$ cat src/rtl/tia_d1_chain.sv
// Multi-stage, multi-bit TIA D1 delay line with an internal non-overlapping
// two-phase sequencer (IDLE -> PH1 -> GAP1 -> PH2 -> GAP2).
module tia_d1_chain #(
  parameter int WIDTH     = 1,
  parameter int DEPTH     = 4,
  parameter bit PRECHARGE = 1'b1
) (
  input  logic                   clk,
  input  logic                   reset,
  input  logic                   shift_en,
  input  logic                   run,
  input  logic [WIDTH-1:0]       in,
  output logic                   s1,
  output logic                   s2,
  output logic                   busy,
  output logic                   done,
  output logic [DEPTH*WIDTH-1:0] tap,
  output logic [WIDTH-1:0]       out
);

  typedef enum logic [2:0] {
    IDLE = 3'd0,
    PH1  = 3'd1,
    GAP1 = 3'd2,
    PH2  = 3'd3,
    GAP2 = 3'd4
  } state_t;

  state_t                 state;
  state_t                 next_state;
  logic [DEPTH*WIDTH-1:0] store;
  logic [DEPTH*WIDTH-1:0] d;
  logic [WIDTH-1:0]       last;

  // Stage inputs: stage 0 takes the chain input, stage k takes the old store of k-1.
  generate
    if (DEPTH == 1) begin : g_single
      assign d = in;
    end else begin : g_multi
      assign d = {store[(DEPTH-1)*WIDTH-1:0], in};
    end
  endgenerate

  assign last = store[(DEPTH-1)*WIDTH +: WIDTH];

  // Sequencer state plus tap (inverting, phase 1) and store (phase 2) registers.
  always_ff @(posedge clk) begin
    if (reset) begin
      state <= IDLE;
      tap   <= {(DEPTH*WIDTH){1'b1}};
      store <= {(DEPTH*WIDTH){1'b0}};
    end else begin
      state <= next_state;
      if (state == PH1) begin
        tap <= ~d;
      end
      if (state == GAP1) begin
        store <= ~tap;
      end
    end
  end

  // Next-state logic; a request seen outside IDLE is dropped, not queued.
  always_comb begin
    next_state = IDLE;
    case (state)
      IDLE: begin
        if (shift_en || run) begin
          next_state = PH1;
        end else begin
          next_state = IDLE;
        end
      end
      PH1:  next_state = GAP1;
      GAP1: next_state = PH2;
      PH2:  next_state = GAP2;
      GAP2: begin
        if (run) begin
          next_state = PH1;
        end else begin
          next_state = IDLE;
        end
      end
      default: next_state = IDLE;
    endcase
  end

  assign s1   = (state == PH1);
  assign s2   = (state == PH2);
  assign busy = (state != IDLE);
  assign done = (state == GAP2);

  // Output gating: with precharge the line idles high except while phase 2 is active.
  always_comb begin
    out = last;
    if (PRECHARGE) begin
      if (state == PH2) begin
        out = last;
      end else begin
        out = {WIDTH{1'b1}};
      end
    end else begin
      out = last;
    end
  end

endmodule

$ cat config.mk
export PLATFORM = sky130hd
export DESIGN_NAME = tia_d1_chain
export DESIGN_NICKNAME = d
export VERILOG_FILES = /design/src/rtl/tia_d1_chain.sv
export SDC_FILE = /design/constraint.sdc
export NUM_CORES = 1
export LEC_CHECK = 0
export CAP_MARGIN = 20
export CORE_MARGIN = 2
export CORE_UTILIZATION = 25
export DETAILED_ROUTE_END_ITERATION = 7
export DONT_BUFFER_PORTS = 1
export PLACE_DENSITY_LB_ADDON = 0.12
export REMOVE_ABC_BUFFERS = 1
export SLEW_MARGIN = 20
export SYNTH_ARGS = -nofsm -noshare
export SYNTH_HDL_FRONTEND = slang
export SYNTH_SLANG_ARGS = --single-unit
$ cat constraint.sdc
create_clock -name clk -period 1.5 [get_ports clk]
set_input_delay 0.3 -clock clk [delete_from_list [all_inputs] [get_ports clk]]
set_output_delay 0.3 -clock clk [all_outputs]
set_load 0.03 [all_outputs]
* Word-level counts from Yosys, hierarchy flattened *
Index checks and enable logic that the tools add are counted.

storage, ports and cells
  flip-flop bits (word level) = 11
  input bits = 5
  output and inout bits = 9

operators by class
  equal/unequal tests = 4
  multiplexer cells = 4
  reductions and logical operators = 3
  bitwise logic cells = 2

operators by type and width
  operator                                                          count
  3-bit case mux with 5 select lines                                1
  4-bit inverter                                                    2
  3-bit by 2-bit == test with 1-bit output (second input constant)  2
  3-bit by 1-bit == test with 1-bit output (second input constant)  1
  3-bit == test (second input constant)                             1
  3-bit logical NOT                                                 1
  1-bit two-way mux                                                 3
  3-bit nonzero test                                                1
  1-bit logical OR                                                  1

* Longest topological paths before layout *
Gate-level depths: netlist of run 1.

  depth in word-level cells = 3
  depth in mapped cells = 3
  gate-level depth less buffers = 2

* Least setup slack after synthesis of run 1 *
OpenSTA, ideal clock, no wires.

  path kind = reg-to-output
  start = register state[2]
  end = output port done
  required time = 1.200 ns
  arrival = 1.246 ns
  buffers on the path = 0
  stages on the path, launching flop included = 2
  setup slack = -0.046 ns
  cell sequence = dfxtp_1 nor3b_1

on the way
  cells in the longest elaborated chain, start to end = 1

RTL lines
  what                      line  source
  start: declaration        29    state_t state;
  start signal: assignment  53    state <= next_state;
  3-bit == test             91    assign done = (state == GAP2);
  end: declaration          16    output logic done,

Every way passes these cells.

* Worst setup path after layout of run 1 *
  start = register state[0]
  end = output port out

on the way
  cells in the longest elaborated chain, start to end = 2

RTL lines
  what                                      line  source
  3-bit by 2-bit == test with 1-bit output  97    if (state == PH2) begin
  1-bit two-way mux                         97
  end: declaration                          18    output logic [WIDTH-1:0] out

Every way passes these cells.

==> summary.txt, run 1 <==
Clocking
  • # H-tree levels: 1
  • Clk buf depth: 2
  • CTS clk-pin slew, worst paths: 0.06 ns
  • Clock root cell: clkbuf_4
  • Post-cts hold buffer count: 0
  • Setup bufs post-CTS: 0
  • Clk Latency, worst-skew pair: 0.26 ns
  • Clock sinks: 11
  • CTS Buf Count: 3
  • CTS tree: yes

Worst setup path
  • CP top delay family: simple AND/OR/NAND/NOR gates
  • Critical path capture point type: primary output
  • Data arrival, critical path: 1.18 ns
  • Critical Path RT: 1.20 ns
  • Slowest CP cell: or4bb_4
  • Critical Path, Cell by Cell: or4bb_4
  • Critical setup path kind: register to primary output
  • Crit path largest cell delay: 0.59 ns
  • Crit path buffers/inverters: 0
  • Startpoint Class: register
  • Largest fanout on the critical path: 3

Routing
  • DRT iter0 DRCs: 3
  • Vias per inst: 4.13
  • Routed vias: 326
  • Post-route ant nets: 0
  • DRC violation count after routing: 0
  • DR pass1 iterations: 2
  • Post-Route WL: 849 µm
  • Wire per inst: 10.7 µm

Global route
  • Initial antenna violation count: 0
  • Remaining global-route overflow: 0
  • Vias in the first global route: 340
  • Gr usage total: 9.66%
  • Largest net degree at the start of global routing: 13
  • First-pass GRT wire length: 1.46 mm

Finish
  • FF/Latch Area: 223 µm²
  • Antenna diodes: 0
  • Commonest non-fill, non-tap cells in the layout: buf_4, dfxtp_1, nor2b_1
  • Area growth, synth to finish: 29.0%
  • Fin util: 35.0%
  • Multi-input gate area: 259 µm²
  • Share of cells above drive strength 1: 46.3%
  • Layout fillers: 200
  • Net count reported at finish: 60

STA
  • Min Tclk post-route: 1.48 ns
  • Setup Skew: 0.00548 ns
  • Worst-Margin Slew: 0.262 ns
  • Max Clk Rate: 674 MHz
  • Worst hold margin: 0.100 ns
  • Fin. max-slew vios: 0
  • Endpoints failing setup: 0
  • Hold Fails Final Rpt: 0
  • RSZ-0062 raised after global routing: yes
  • Final worst path period share: 99.0%
  • Headroom to the max-slew limit: 82.5%

Floorplanning
  • Site row count: 15
  • Die height: 47.8 µm
  • Die width: 47.8 µm
  • # IOs: 14
  • Core Region: 1760 µm²
  • DIE AREA: 2280 µm²
  • Initial core utilization: 27.2%

Power and ir drop
  • Power Dens Cells: 1080 nW/µm²
  • Pleak: 0.000242 µW
  • Final total power: 670 µW
  • Max IR drop VDD: 618 µV

Logic synthesis
  • Post-synthesis cell type count: 17
  • Syn Area/Cell: 11.4 µm²
  • Post-Synthesis Cells: 42
  • Ys Warns: 0
  • FF+latch count, synth: 11
  • Share of the yosys chip area belonging to registers: 46.0%
  • Synth Cell Area: 479 µm²

Placed design
  • Port Buf Inserts: 0
  • Hpwl dp: 670 µm
  • Routability cong.: 0.733

Min path
  • Worst hold path class: primary input to register

Run
  • Total of max-cap violations: 0

Status
  • Status: finished clean
[registers in the layout, summed over array words and instances (netlist names)]
signal	count
store	4
tap	4
state	3
[per-layer routing]
layer  track usage [%]  vias to the layer above  share of wire (%)
met5                 0                        -                  0
met4              1.62                        0                  0
met3              7.17                        0                7.2
met2              14.7                       11                 47
met1              11.1                      146                 46
li1                  -                      169                  -
[metrics by stage]
step / setup slack [ns] / cells / setup TNS (ns) / area (µm²)
after floorplan: -0.0458 / 40 / -0.0599 / 468
after global placement: 0.153 / 75 / 0 / 574
after detailed placement: 0.139 / 75 / 0 / 574
after CTS: -0.00883 / 79 / -0.00883 / 607
after global routing: -0.0358 / 79 / -0.0358 / 618
final: 0.0153 / 79 / 0 / 618
[final timing paths]
| check | depth (start not counted) | endpoint | start | slack [ns] |
|---|---|---|---|---|
| max | 1 | out | state[0]$_SDFF_PP0_ | 0.02 |
| min | 1 | state[2]$_SDFF_PP0_ | reset | 0.10 |
| max reg2reg | 3 | store[0]$_SDFFE_PP0N_ | state[2]$_SDFF_PP0_ | 0.24 |
| min reg2reg | 2 | tap[2]$_SDFFE_PP1P_ | tap[2]$_SDFFE_PP1P_ | 0.53 |
[cells by family (layout without fill, tap and decap cells)]
family,Yosys count,in the layout,synth area share (%)
buffers and inverters,2,14,2.35
muxes,8,8,17.8
and+or+nand+nor,18,18,29.0
AOI/OAI and AO/OA,2,2,3.13
DFF,11,11,46.0
xor gates and xnor gates,1,1,1.83
[cells in the mapped netlist, drive strengths merged]
master,n,area (µm²)
dfxtp,11,220
nor2b,6,37.5
mux2,4,45.0
mux2i,4,40.0
nor2,4,15.0
nor3b,3,45.1
a211oi,1,7.51
and3b,1,10.0
buf,1,7.51
clkbuf,1,3.75
nand2b,1,6.26
nor3,1,5.00
o21bai,1,7.51
or3,1,7.51
or4bb,1,12.5
xnor2,1,8.76
[area by class of cell]
| class | instances | share of cell area [%] |
|---|---|---|
| Multi-Input combinational cell | 29 | 41.9 |
| Sequential cell | 11 | 36.0 |
| Timing Repair Buffer | 10 | 12.8 |
| Tap cell | 25 | 5.06 |
| Clock buffer | 4 | 4.25 |
[report_power, final]
part | internal [µW] | switching [µW]
Combinational | 77.1 | 86.2
Sequential | 305 | 6.50
Clock | 103 | 92.6
[what timing repair did]
action / in CTS / in global routing
setup endpoints to repair: 2 / 4
pin swaps: 0 / 2
gates resized for setup: 2 / 4
Note: power is estimated with default switching activity, not from simulation.
==> run 2, diff against run 1 <==
--- a/config.mk
+++ b/config.mk
@@ -5,6 +5,7 @@
 export SDC_FILE = /design/constraint.sdc
 export NUM_CORES = 1
 export LEC_CHECK = 0
+export ABC_CLOCK_PERIOD_IN_PS = 1500
 export CAP_MARGIN = 20
 export CORE_MARGIN = 2
 export CORE_UTILIZATION = 25
==> results of run 2 <==
The final DEF is identical to that of run 1; final timing and power are the same.
==> run 3, diff against run 2 <==
--- a/config.mk
+++ b/config.mk
@@ -11,7 +11,6 @@
 export CORE_UTILIZATION = 25
 export DETAILED_ROUTE_END_ITERATION = 7
 export DONT_BUFFER_PORTS = 1
-export PLACE_DENSITY_LB_ADDON = 0.12
 export REMOVE_ABC_BUFFERS = 1
 export SLEW_MARGIN = 20
 export SYNTH_ARGS = -nofsm -noshare
==> run 3 against run 2 <==
Net effect: the run now ends with negative setup slack left; combinational power is essentially flat; critical path depth stayed put; highest routed layer unchanged; clock skew rose by 0.0063 ns; die area unchanged; largest power group unchanged; final cell count unchanged; worst setup slack lost 0.048 ns; via count up 0.31%.
==> summary.txt, run 3 (synthesis results as in run 1) <==
Status
  • Status: complete, but fails checks
  • Violated checks: negative setup slack

STA
  • Setup TNS: -0.0329 ns (-0.0329 ns)
  • Hold Fails Final Rpt: 0 (unchanged)
  • Worst setup margin: -0.0329 ns (-0.0483 ns)
  • Max Clk Rate: 652 MHz (-3.1%)
  • Min Tclk post-route: 1.53 ns (+0.0483 ns)
  • Headroom to the max-slew limit: 81.5% (-0.97 points)
  • Fin. max-slew vios: 0 (unchanged)
  • RSZ-0062 raised after global routing: yes
  • Setup Skew: 0.0118 ns (+0.00635 ns)
  • Endpoints failing setup: 1 (+1)
  • Worst-Margin Slew: 0.277 ns (+0.0145 ns)
  • Final worst path period share: 102% (+3.2 points)

Clocking
  • Clk buf depth: 2 (unchanged)
  • Clock root cell: clkbuf_4
  • # H-tree levels: 1 (unchanged)
  • CTS tree: yes
  • CTS Buf Count: 3 (unchanged)
  • Clock sinks: 11 (unchanged)
  • CTS clk-pin slew, worst paths: 0.08 ns (+0.02 ns)
  • Clk Latency, worst-skew pair: 0.27 ns (about the same)

Worst setup path
  • Data arrival, critical path: 1.23 ns (+0.05 ns)
  • Critical Path Stages: 1 (unchanged)
  • Critical path capture point type: primary output
  • Startpoint Class: register
  • Reg2reg start: state[2]$_SDFF_PP0_
  • Critical Path, Cell by Cell: or4bb_4
  • Register-to-Register Path Depth: 3 (unchanged)
  • CP top delay family: simple AND/OR/NAND/NOR gates
  • Crit path largest cell delay: 0.60 ns (about the same)
  • Slowest CP cell: or4bb_4
  • Reg2reg end: store[2]$_SDFFE_PP0N_
  • Crit. Startpoint: state[2]$_SDFF_PP0_
  • Critical Path RT: 1.20 ns (about the same)
  • Crit path buffers/inverters: 0 (unchanged)
  • Critical setup path kind: register to primary output
  • Register-to-register setup slack: 0.21 ns (-0.03 ns)
  • Largest fanout on the critical path: 4 (+1)

Min path
  • Worst hold path class: primary input to register
  • Worst hold start: reset
  • Hold Path End: state[2]$_SDFF_PP0_
  • Hold Path Depth: 1 (unchanged)

Global route
  • First-pass GRT wire length: 1.42 mm (-2.3%)
  • Initial antenna violation count: 0 (unchanged)
  • Remaining global-route overflow: 0 (unchanged)
  • Gr usage total: 9.21% (-0.45 points)
  • Vias in the first global route: 333 (-2.1%)
  • Largest net degree at the start of global routing: 13 (unchanged)

Routing
  • Post-route ant nets: 0 (unchanged)
  • Vias per inst: 4.14 (+0.31%)
  • DR pass1 iterations: 1 (-1)
  • Post-Route WL: 889 µm (+4.7%)
  • Routed vias: 327 (+0.31%)
  • DRT iter0 DRCs: 0 (-3)
  • DRC violation count after routing: 0 (unchanged)
  • Wire per inst: 11.3 µm (+4.7%)

Floorplanning
  • Die height: 47.8 µm (unchanged)
  • DIE AREA: 2280 µm² (unchanged)
  • Initial core utilization: 27.2% (unchanged)
  • Die width: 47.8 µm (unchanged)
  • Site row count: 15 (unchanged)
  • Core Region: 1760 µm² (unchanged)
  • # IOs: 14 (unchanged)

Finish
  • Layout fillers: 201 (+0.50%)
  • Commonest non-fill, non-tap cells in the layout: dfxtp_1, buf_4, nor2b_1
  • Final std cells w/o fill: 79 (unchanged)
  • Antenna diodes: 0 (unchanged)
  • Net count reported at finish: 60 (unchanged)
  • Area growth, synth to finish: 30.0%
  • Share of cells above drive strength 1: 44.4% (-1.9 points)
  • Commonest non-fill, non-tap cell in the layout: dfxtp_1
  • Fin area: 623 µm² (+0.81%)
  • Largest regs: store x4, tap x4, state x3

Power and ir drop
  • Final total power: 676 µW (+0.88%)
  • Pleak: 0.000243 µW (+0.43%)
  • Power Dens Cells: 1080 nW/µm² (about the same)
  • Max IR drop VDD: 530 µV (-14%)

Placed design
  • Port Buf Inserts: 0 (unchanged)
  • Post-Place Cell Area: 567 µm² (-1.3%)
  • Routability cong.: 0.699 (-4.6%)
  • DP Cell Count: 74 (-1.3%)

Run
  • Total of max-cap violations: 0 (unchanged)
==> run 3: changes by cell type in the layout (fill, tap and decap cells not counted) <==
cell	delta
buf_4	-1
dfxtp_4	+1
dfxtp_1	+1
buf_6	+1
dfxtp_2	-2
==> run 3: worst max path at each step <==
stage,endpoint
after floorplan,done
after global placement,out
after detailed placement,out
after CTS,out
after global routing,out
final,out
==> run 3: power breakdown <==
| group | total (µW) | internal (µW) | switching (µW) |
|---|---|---|---|
| clock network | 204 | 103 | 101 |
| registers | 308 | 303 | 5.48 |
| logic | 164 | 77.1 | 86.5 |
==> run 3: worst reg2reg max path, stage by stage (launching register included) <==
cell and delay, ns:
dfxtp_4 0.35, buf_4 0.15, nor3b_4 0.29, mux2_2 0.37
==> run 3: final cells by class <==
type | count | area, µm² | area share (%)
Multi-Input combinational cell | 29 | 259 | 41.6
Tap cell | 25 | 31.3 | 5.02
Sequential cell | 11 | 224 | 35.9
Timing Repair Buffer | 10 | 82.6 | 13.3
Clock buffer | 4 | 26.3 | 4.22
==> run 3: what timing repair did <==
action,CTS,global route
endpoints found under the setup margin,2,3
hold endpoints to repair,0,0
setup buffers,0,1
gates cloned,0,0
resized for setup,2,5
pin swaps,0,3
hold buffers,0,0
==> run 3: metal layers <==
metal  up-vias  GRT usage (%)  share of wire, %
li1        172              -                 -
met1       147           10.3                39
met2         8           14.4                54
met3         0           6.79               7.2
met4         0           1.62                 0
met5         -              0                 0
==> run 3: stage by stage <==
step                hold slack, ns  setup WS [ns]  util [%]
global route                0.0770        -0.0720      35.3
CTS                         0.0838        -0.0301      34.0
global placement             0.387          0.134      32.1
detailed placement           0.377          0.130      32.1
finish                      0.0844        -0.0329      35.3
floorplan                    0.372        -0.0458         -
